[config.mk]
export PLATFORM = sky130hd
export DESIGN_NAME = range_counter
export DESIGN_NICKNAME = d
export VERILOG_FILES = /design/src/rtl/range_counter.sv
export SDC_FILE = /design/constraint.sdc
export NUM_CORES = 1
export LEC_CHECK = 0
export CORE_MARGIN = 2
export CORE_UTILIZATION = 40
export DETAILED_ROUTE_END_ITERATION = 6
export PLACE_DENSITY = 0.79
export REMOVE_ABC_BUFFERS = 1
export SKIP_CTS_REPAIR_TIMING = 1
export SLEW_MARGIN = 20
export SYNTH_ARGS = -nofsm -noshare
export SYNTH_HDL_FRONTEND = slang
export SYNTH_SLANG_ARGS = --single-unit
[constraint.sdc]
create_clock -name clk -period 2.41 [get_ports clk]
set_input_delay 0.3615 -clock clk [delete_from_list [all_inputs] [get_ports clk]]
set_output_delay 0.3615 -clock clk [all_outputs]
set_load 0.02 [all_outputs]
[src/rtl/range_counter.sv]
// range_counter: up/down counter between MIN and MAX with prescaled steps,
// clamped parallel load, saturate-or-wrap bounds, compare match and flags.
//
// Ports:
//   clk      - clock, all state updates on the rising edge
//   clr      - synchronous active-high reset
//   en       - step request, qualified by the prescaler
//   dir      - step direction, 1 = up, 0 = down
//   load     - parallel load strobe (wins over a step)
//   load_val - value to load, clamped into [MIN, MAX]
//   cmp      - compare value for the match pulse
//   sat_clr  - clears sat_flag
//   count    - current count
//   at_max   - count == MAX
//   at_min   - count == MIN
//   match    - one-cycle pulse when count newly equals cmp
//   wrapped  - one-cycle pulse after a wrap (WRAP = 1)
//   sat_flag - sticky, a step was blocked at a bound (WRAP = 0)
module range_counter #(
    parameter int WIDTH    = 8,
    parameter int MIN      = 0,
    parameter int MAX      = (1 << WIDTH) - 1,
    parameter int WRAP     = 0,
    parameter int PRESCALE = 1
) (
    input  logic             clk,
    input  logic             clr,
    input  logic             en,
    input  logic             dir,
    input  logic             load,
    input  logic [WIDTH-1:0] load_val,
    input  logic [WIDTH-1:0] cmp,
    input  logic             sat_clr,
    output logic [WIDTH-1:0] count,
    output logic             at_max,
    output logic             at_min,
    output logic             match,
    output logic             wrapped,
    output logic             sat_flag
);

    localparam int PW = (PRESCALE > 1) ? $clog2(PRESCALE) : 1;

    localparam logic [WIDTH-1:0] MIN_V    = WIDTH'(MIN);
    localparam logic [WIDTH-1:0] MAX_V    = WIDTH'(MAX);
    localparam logic [PW-1:0]    DIV_LAST = PW'(PRESCALE - 1);

    // Power-up values equal the clr values.
    logic [WIDTH-1:0] cnt_q     = MIN_V;
    logic [PW-1:0]    div_q     = '0;
    logic             match_q   = 1'b0;
    logic             wrapped_q = 1'b0;
    logic             sat_q     = 1'b0;

    logic [WIDTH-1:0] cnt_n;
    logic [WIDTH-1:0] clamped;
    logic [PW-1:0]    div_n;
    logic             step;
    logic             upd;
    logic             wrap_ev;
    logic             blocked;

    // >= and <= keep the clamp free of constant compares at full-range bounds.
    always_comb begin
        clamped = load_val;
        if (load_val >= MAX_V) begin
            clamped = MAX_V;
        end else if (load_val <= MIN_V) begin
            clamped = MIN_V;
        end
    end

    always_comb begin
        cnt_n   = cnt_q;
        div_n   = div_q;
        step    = 1'b0;
        upd     = 1'b0;
        wrap_ev = 1'b0;
        blocked = 1'b0;

        if (load) begin
            cnt_n = clamped;
            div_n = '0;
            upd   = 1'b1;
        end else if (en) begin
            if (div_q == DIV_LAST) begin
                div_n = '0;
                step  = 1'b1;
            end else begin
                div_n = div_q + 1'b1;
            end
        end

        // Bounds are compared before the +/-1 so nothing can overflow.
        if (step) begin
            upd = 1'b1;
            if (dir) begin
                if (cnt_q < MAX_V) begin
                    cnt_n = cnt_q + 1'b1;
                end else if (WRAP != 0) begin
                    cnt_n   = MIN_V;
                    wrap_ev = 1'b1;
                end else begin
                    blocked = 1'b1;
                end
            end else begin
                if (cnt_q > MIN_V) begin
                    cnt_n = cnt_q - 1'b1;
                end else if (WRAP != 0) begin
                    cnt_n   = MAX_V;
                    wrap_ev = 1'b1;
                end else begin
                    blocked = 1'b1;
                end
            end
        end
    end

    always_ff @(posedge clk) begin
        if (clr) begin
            cnt_q     <= MIN_V;
            div_q     <= '0;
            match_q   <= 1'b0;
            wrapped_q <= 1'b0;
            sat_q     <= 1'b0;
        end else begin
            cnt_q     <= cnt_n;
            div_q     <= div_n;
            // Only a change onto cmp pulses; a held value never re-pulses.
            match_q   <= upd && (cnt_n == cmp) && (cnt_q != cmp);
            wrapped_q <= wrap_ev;
            // A blocked step outranks a same-cycle clear.
            if (blocked) begin
                sat_q <= 1'b1;
            end else if (sat_clr) begin
                sat_q <= 1'b0;
            end
        end
    end

    assign count    = cnt_q;
    assign at_max   = (cnt_q == MAX_V);
    assign at_min   = (cnt_q == MIN_V);
    assign match    = match_q;
    assign wrapped  = wrapped_q;
    assign sat_flag = sat_q;

endmodule

==> results.cfg, run 1 <==
[run_status]
outcome = finished clean

[placed_design]
placed_cell_area_um2 = 1784
dp_hpwl_um = 3176
gp_congestion = 0.9182
portBuffers = 33

[timing]
post-route-min-period_ns = 2.393
rsz0062_at_grt = yes
finalCritPeriodShare_pct = 99.29
hold_viol = 0
slew_viol_final = 0
setup-tns-final_ns = 0
finalClockSkew_ns = 0.002068
setup_violations = 0
max_clock_freq_mhz = 417.9

[setup_path]
startpoint_type = register
end_kind = register
crit_chain = buf_4 -> nand4_1 -> or4b_2 -> o21ai_0 -> a32o_1 -> o31ai_2 -> xor2_1 -> nor4_2
worstRegToRegCells = 8
path_max_fanout = 17
rr_endpoint = match$_SDFF_PP0_
cp-startpoint = count[2]$_SDFF_PP0_
r2r_start = count[2]$_SDFF_PP0_
critPathTopFamily = simple AND/OR/NAND/NOR gates
worstSetupPathType = register to register
crit_path_end = match$_SDFF_PP0_
arrival_ns = 2.58
critical_path_buf_inv_count = 1
rrSetupSlack_ns = 0.02
crit_required_ns = 2.60
cpPeakStageDelay_ns = 0.63
cp_slowest_cell = or4b_2
cp_num_cells = 8

[floorplan]
initial_core_util_pct = 41.67
die_h_um = 59.93
ios = 35
die_x_um = 59.93
coreArea_um2 = 3003
floorplan.die_area_um2 = 3592
num_rows = 20

[synth]
yosys.area_share.simple_pct = 30.80
ys_async_sr_fraction_pct = 0
synth_seq_area_share_pct = 16.00
yosysWarnings = 0
synth_most_common_cell = nor2_1
synthCells = 166
synth-compound-area-share_pct = 24.30
synth-adder-area-share_pct = 3.000
ys_seq_elements = 10
synth-edff-count = 0
synth.area.top_cells = dfxtp_1 (16%), xnor2_1 (7.7%), nor2_1 (5.7%), xor2_1 (5.6%), mux2i_1 (4.8%)
yosysTopAreaCell = dfxtp_1
synth_top_family_by_area = simple AND/OR/NAND/NOR gates
ys_dominant_reg_cell = dfxtp_1
synthTopCellsByCount = nor2_1 (19), xnor2_1 (11), dfxtp_1 (10), nand2_1 (10), xor2_1 (8)
ys_types = 52
netlist_area_um2 = 1251
yosys.area.top_type_share_pct = 16.00
synth_mux_area_share_pct = 4.800
avgSynthCellArea_um2 = 7.537
synth_xor_area_share_pct = 13.30

[grt]
antenna_found_initial = 0
grt_max_degree = 18
grt_pass1_wl_um = 6610
grt_overflow = 0
grt_pass1_vias = 1331
grt.total_usage_pct = 24.51

[cells_and_area]
layout-drive-gt1-share_pct = 22.17
multi_input_area_um2 = 969.7
area.growth.synth_to_final_pct = 46.90
fillerInstances = 280
fin_nets = 247
antenna_cells = 0
postLayoutCellArea_um2 = 1838
utilization_pct = 61.21
regArea_um2 = 200.2

[route]
drtAntennaViolNets = 0
via_per_inst = 5.780
wl_um = 4028
routedWlPerCell_um = 15.86
dr_total_vias = 1468
drc = 0
drt_pre_antenna_iters = 4
drtIter0Drc = 87

[power_and_ir_drop]
vdd_drop_max_uv = 341.3
powerDensity_nw_per_um2 = 400.9
p_leak_nw = 0.7562
total_power_uw = 736.8

[cts]
insertion_delay_ns = 0.28
clk_pin_slew_ns = 0.07
cts.sinks = 10
clock_path_buffers = 2
cts-root-buf = clkbuf_4
cts_tree = yes
cts_buffers = 3
htree_levels = 1

[run]
drv_cap = 0

[min_path]
hp-class = register to register
[area by class of cell]
class | instances | area share (%)
Sequential cell | 10 | 10.89
Multi-Input combinational cell | 137 | 52.76
Tap cell | 33 | 2.246
Clock buffer | 4 | 1.974
Timing Repair Buffer | 64 | 30.91
Inverter | 6 | 1.225
[power breakdown]
part | internal, mW | switching [mW]
Combinational | 0.195 | 0.199
Sequential | 0.176 | 0.00884
Clock | 0.0920 | 0.0662
Total | 0.463 | 0.274
[how the worst min path moves through the flow]
stage          depth (start not counted)             startpoint  slack [ns]                    end
6_report                               3  sat_flag$_SDFFE_PP0P_        0.60  sat_flag$_SDFFE_PP0P_
5_1_grt                                3  sat_flag$_SDFFE_PP0P_        0.67  sat_flag$_SDFFE_PP0P_
4_1_cts                                3  sat_flag$_SDFFE_PP0P_        0.62  sat_flag$_SDFFE_PP0P_
3_5_place_dp                           3  sat_flag$_SDFFE_PP0P_        0.60  sat_flag$_SDFFE_PP0P_
3_3_place_gp                           3  sat_flag$_SDFFE_PP0P_        0.59  sat_flag$_SDFFE_PP0P_
2_1_floorplan                          1                    clr        0.43    count[1]$_SDFF_PP0_
[layer usage]
layer,wire (um),GRT usage (%),vias up
li1,-,-,712
met1,1789,35.68,685
met2,1906,37.58,67
met3,303,5.195,4
met4,29,3.810,0
met5,0,0,-
[sequential cells by signal, indices dropped and copies added (netlist names)]
register	cells
sat_flag	1
match	1
count	8
[worst reg2reg max path: stages (launching register included)]
cell and delay [ns]:
dfxtp_1 0.38, buf_4 0.26, nand4_1 0.14, or4b_2 0.63
o21ai_0 0.12, a32o_1 0.24, o31ai_2 0.10, xor2_1 0.16
nor4_2 0.29
[placed cells by master (no fill, tap or decap), types with 2 or more instances in the layout]
cell type / n
a211o_1: 2
a211oi_1: 3
a21boi_0: 2
a21oi_1: 5
a2bb2oi_1: 2
a31oi_1: 3
and2_1: 2
and3_1: 2
buf_4: 31
clkbuf_4: 3
clkdlybuf4s50_1: 31
dfxtp_1: 10
dlymetal6s2s_1: 2
ha_1: 2
inv_1: 5
mux2i_1: 6
nand2_1: 10
nand2b_1: 3
nand3_1: 6
nand4_1: 6
nor2_1: 18
nor2_2: 2
nor2b_1: 6
nor3_1: 6
o211ai_1: 2
o21ai_0: 2
o221ai_1: 2
o22ai_1: 4
xnor2_1: 11
xor2_1: 8
[cells by family (layout without fill, tap and decap cells)]
kind of cell | Yosys count | in the layout
AO/OA/AOI/OAI | 37 | 37
XOR/XNOR | 19 | 19
adder cells (fa/ha/maj) | 3 | 3
buffers and inverters | 19 | 74
flip-flops | 10 | 10
multiplexers | 6 | 6
other | 1 | 1
AND/OR/NAND/NOR | 71 | 71
[through the flow]
| step | hold slack (ns) | cells | setup slack (ns) |
|---|---|---|---|
| 4_1_cts | 0.6160 | 254 | -0.08826 |
| 2_1_floorplan | 0.4331 | 153 | -0.06110 |
| 6_report | 0.6016 | 254 | 0.01713 |
| 3_3_place_gp | 0.5894 | 250 | -0.06817 |
| 5_1_grt | 0.6676 | 254 | -0.07305 |
| 3_5_place_dp | 0.5992 | 250 | -0.1351 |
(Power assumes the default switching activity.)
==> run 2: changes to the inputs <==
GPL_TIMING_DRIVEN = 0   (was not set)
==> run 2 against run 1 <==
  * The flow now finishes with violations (negative setup slack)
  * Final area down 10%
  * Clock power about the same
  * Worst setup slack worse by 0.052 ns
  * Largest cell class unchanged
  * Count of clock-buffer cells in the layout unchanged
  * First-iteration DRC count down 49%
  * Sequential share of layout area up 1.7 points
  * Critical path depth down 1
  * Critical endpoint unchanged
  * Via count down 8.8%
==> results.cfg, run 2 (same netlist as run 1, synthesis figures left out) <==
[run_status]
outcome = finished, violations left
violations = negative setup slack

[cts]
cts.sinks = 10
cts_buffers = 3
htree_levels = 1
clock_path_buffers = 2
cts-root-buf = clkbuf_4
cts_tree = yes
insertion_delay_ns = 0.27
clk_pin_slew_ns = 0.07

[route]
drc = 0
wl_um = 3648
via_per_inst = 6.004
drtAntennaViolNets = 0
dr_total_vias = 1339
drtIter0Drc = 44
drt_pre_antenna_iters = 4
routedWlPerCell_um = 16.36

[timing]
rsz0062_at_grt = yes
tightest_slew_ns = 0.6229
hold_viol = 0
fin_ws_ns = -0.03521
finalClockSkew_ns = 0.0002996
relSlewSlack_pct = 58.40
setup_violations = 1
finalCritPeriodShare_pct = 101.5
slew_viol_final = 0
post-route-min-period_ns = 2.445
max_clock_freq_mhz = 409.0

[setup_path]
crit_chain = or4_4 -> or4_1 -> a31oi_1 -> a211oi_2 -> xor2_1 -> o211ai_1 -> nor4_2
crit_required_ns = 2.59
rr_endpoint = match$_SDFF_PP0_
critPathTopFamily = simple AND/OR/NAND/NOR gates
critical_path_buf_inv_count = 0
startpoint_type = register
cp_slowest_cell = or4_4
r2r_start = count[4]$_SDFF_PP0_
worstRegToRegCells = 7
cpPeakStageDelay_ns = 0.63
arrival_ns = 2.63
worstSetupPathType = register to register
end_kind = register
path_max_fanout = 12
rrSetupSlack_ns = -0.04

[grt]
grt_overflow = 0
grt_pass1_wl_um = 5692
grt_max_degree = 19
grt.total_usage_pct = 20.76
grt_pass1_vias = 1218
antenna_found_initial = 0

[cells_and_area]
layout-drive-gt1-share_pct = 15.79
area.growth.synth_to_final_pct = 32.10
layout_commonest_cell = clkdlybuf4s50_1
antenna_cells = 0
utilization_pct = 55.04
fin_nets = 216
layoutNonFillerInstCount = 223
final_cell_mix = clkdlybuf4s50_1 (28), nor2_1 (18), xnor2_1 (11)
largest_reg_flops = 8

[floorplan]
floorplan.die_area_um2 = 3592
ios = 35
num_rows = 20
initial_core_util_pct = 41.67
coreArea_um2 = 3003
die_x_um = 59.93
die_h_um = 59.93

[placed_design]
dp.cells = 219
portBuffers = 33
gp_congestion = 0.9224
place_ws_ns = -0.7107
dp_hpwl_um = 2634

[min_path]
hp-class = register to register
hp-start = sat_flag$_SDFFE_PP0P_
hold_depth = 3
hold_end = sat_flag$_SDFFE_PP0P_

[power_and_ir_drop]
vdd_drop_max_uv = 284.3
powerDensity_nw_per_um2 = 414.4
p_leak_nw = 0.6407

[run]
drv_cap = 0
## run 2: cell types whose count changed in the layout (fill, tap and decap cells not counted), moves of 3 or more
cell and change:
buf_4 -31, clkdlybuf4s50_1 -3, dlymetal6s2s_1 +3, dfxtp_1 -6
dfxtp_2 +6
## run 2: stage by stage
step           setup TNS [ns]  hold slack [ns]  power [mW]  instance area [um^2]
2_1_floorplan        -0.06110           0.4331      0.3941                  1180
3_3_place_gp           -1.176           0.5994      0.5078                  1551
3_5_place_dp           -1.356           0.6063      0.5120                  1551
4_1_cts               -0.9227           0.6234      0.6689                  1588
5_1_grt               -0.1769           0.6720      0.7200                  1653
6_report             -0.03521           0.6157      0.6849                  1653
## run 2: cell type report
type	instances	area (um^2)
repair buffers	33	342.8
inverters	6	26.28
well taps	33	41.29
clock buffers	4	36.28
flip-flops and latches	10	207.7
multi-input cells	137	998.5
fillers	282	1350
## run 2: worst register-to-register path: cells and delay by family (launching register included)
| family | cells | cell delay [ns] |
|---|---|---|
| DFF | 1 | 0.39 |
| AOI/OAI and AO/OA | 3 | 0.36 |
| and+or+nand+nor | 3 | 1.43 |
| xor gates and xnor gates | 1 | 0.17 |
## run 2: routing by layer
layer | part of all wire, % | wire (um) | track usage [%]
met1 | 45 | 1637 | 27.28
met2 | 47 | 1723 | 32.92
met3 | 6.1 | 223 | 7.792
met4 | 1.7 | 63 | 3.175
met5 | 0 | 0 | 0
## run 2: how the worst max path moves through the flow
stage | startpoint | to | slack (ns) | cells after the start
floorplan | count[0]$_SDFF_PP0_ | match$_SDFF_PP0_ | -0.06 | 9
detailed placement | en | match$_SDFF_PP0_ | -0.71 | 8
global route | count[3]$_SDFF_PP0_ | match$_SDFF_PP0_ | -0.18 | 7
finish | count[4]$_SDFF_PP0_ | match$_SDFF_PP0_ | -0.04 | 7
CTS | en | match$_SDFF_PP0_ | -0.45 | 8
global placement | en | match$_SDFF_PP0_ | -0.65 | 8
## run 2: report_power, final
part	switching, mW	internal [mW]
sequential	0.0371	0.178
combinational	0.160	0.153
clock	0.0644	0.0918
total	0.261	0.423
==> run 3: changes to the inputs <==
CAP_MARGIN = 20   (was not set)
==> results of run 3 <==
Final layout, timing and power as in run 2 (identical DEF).
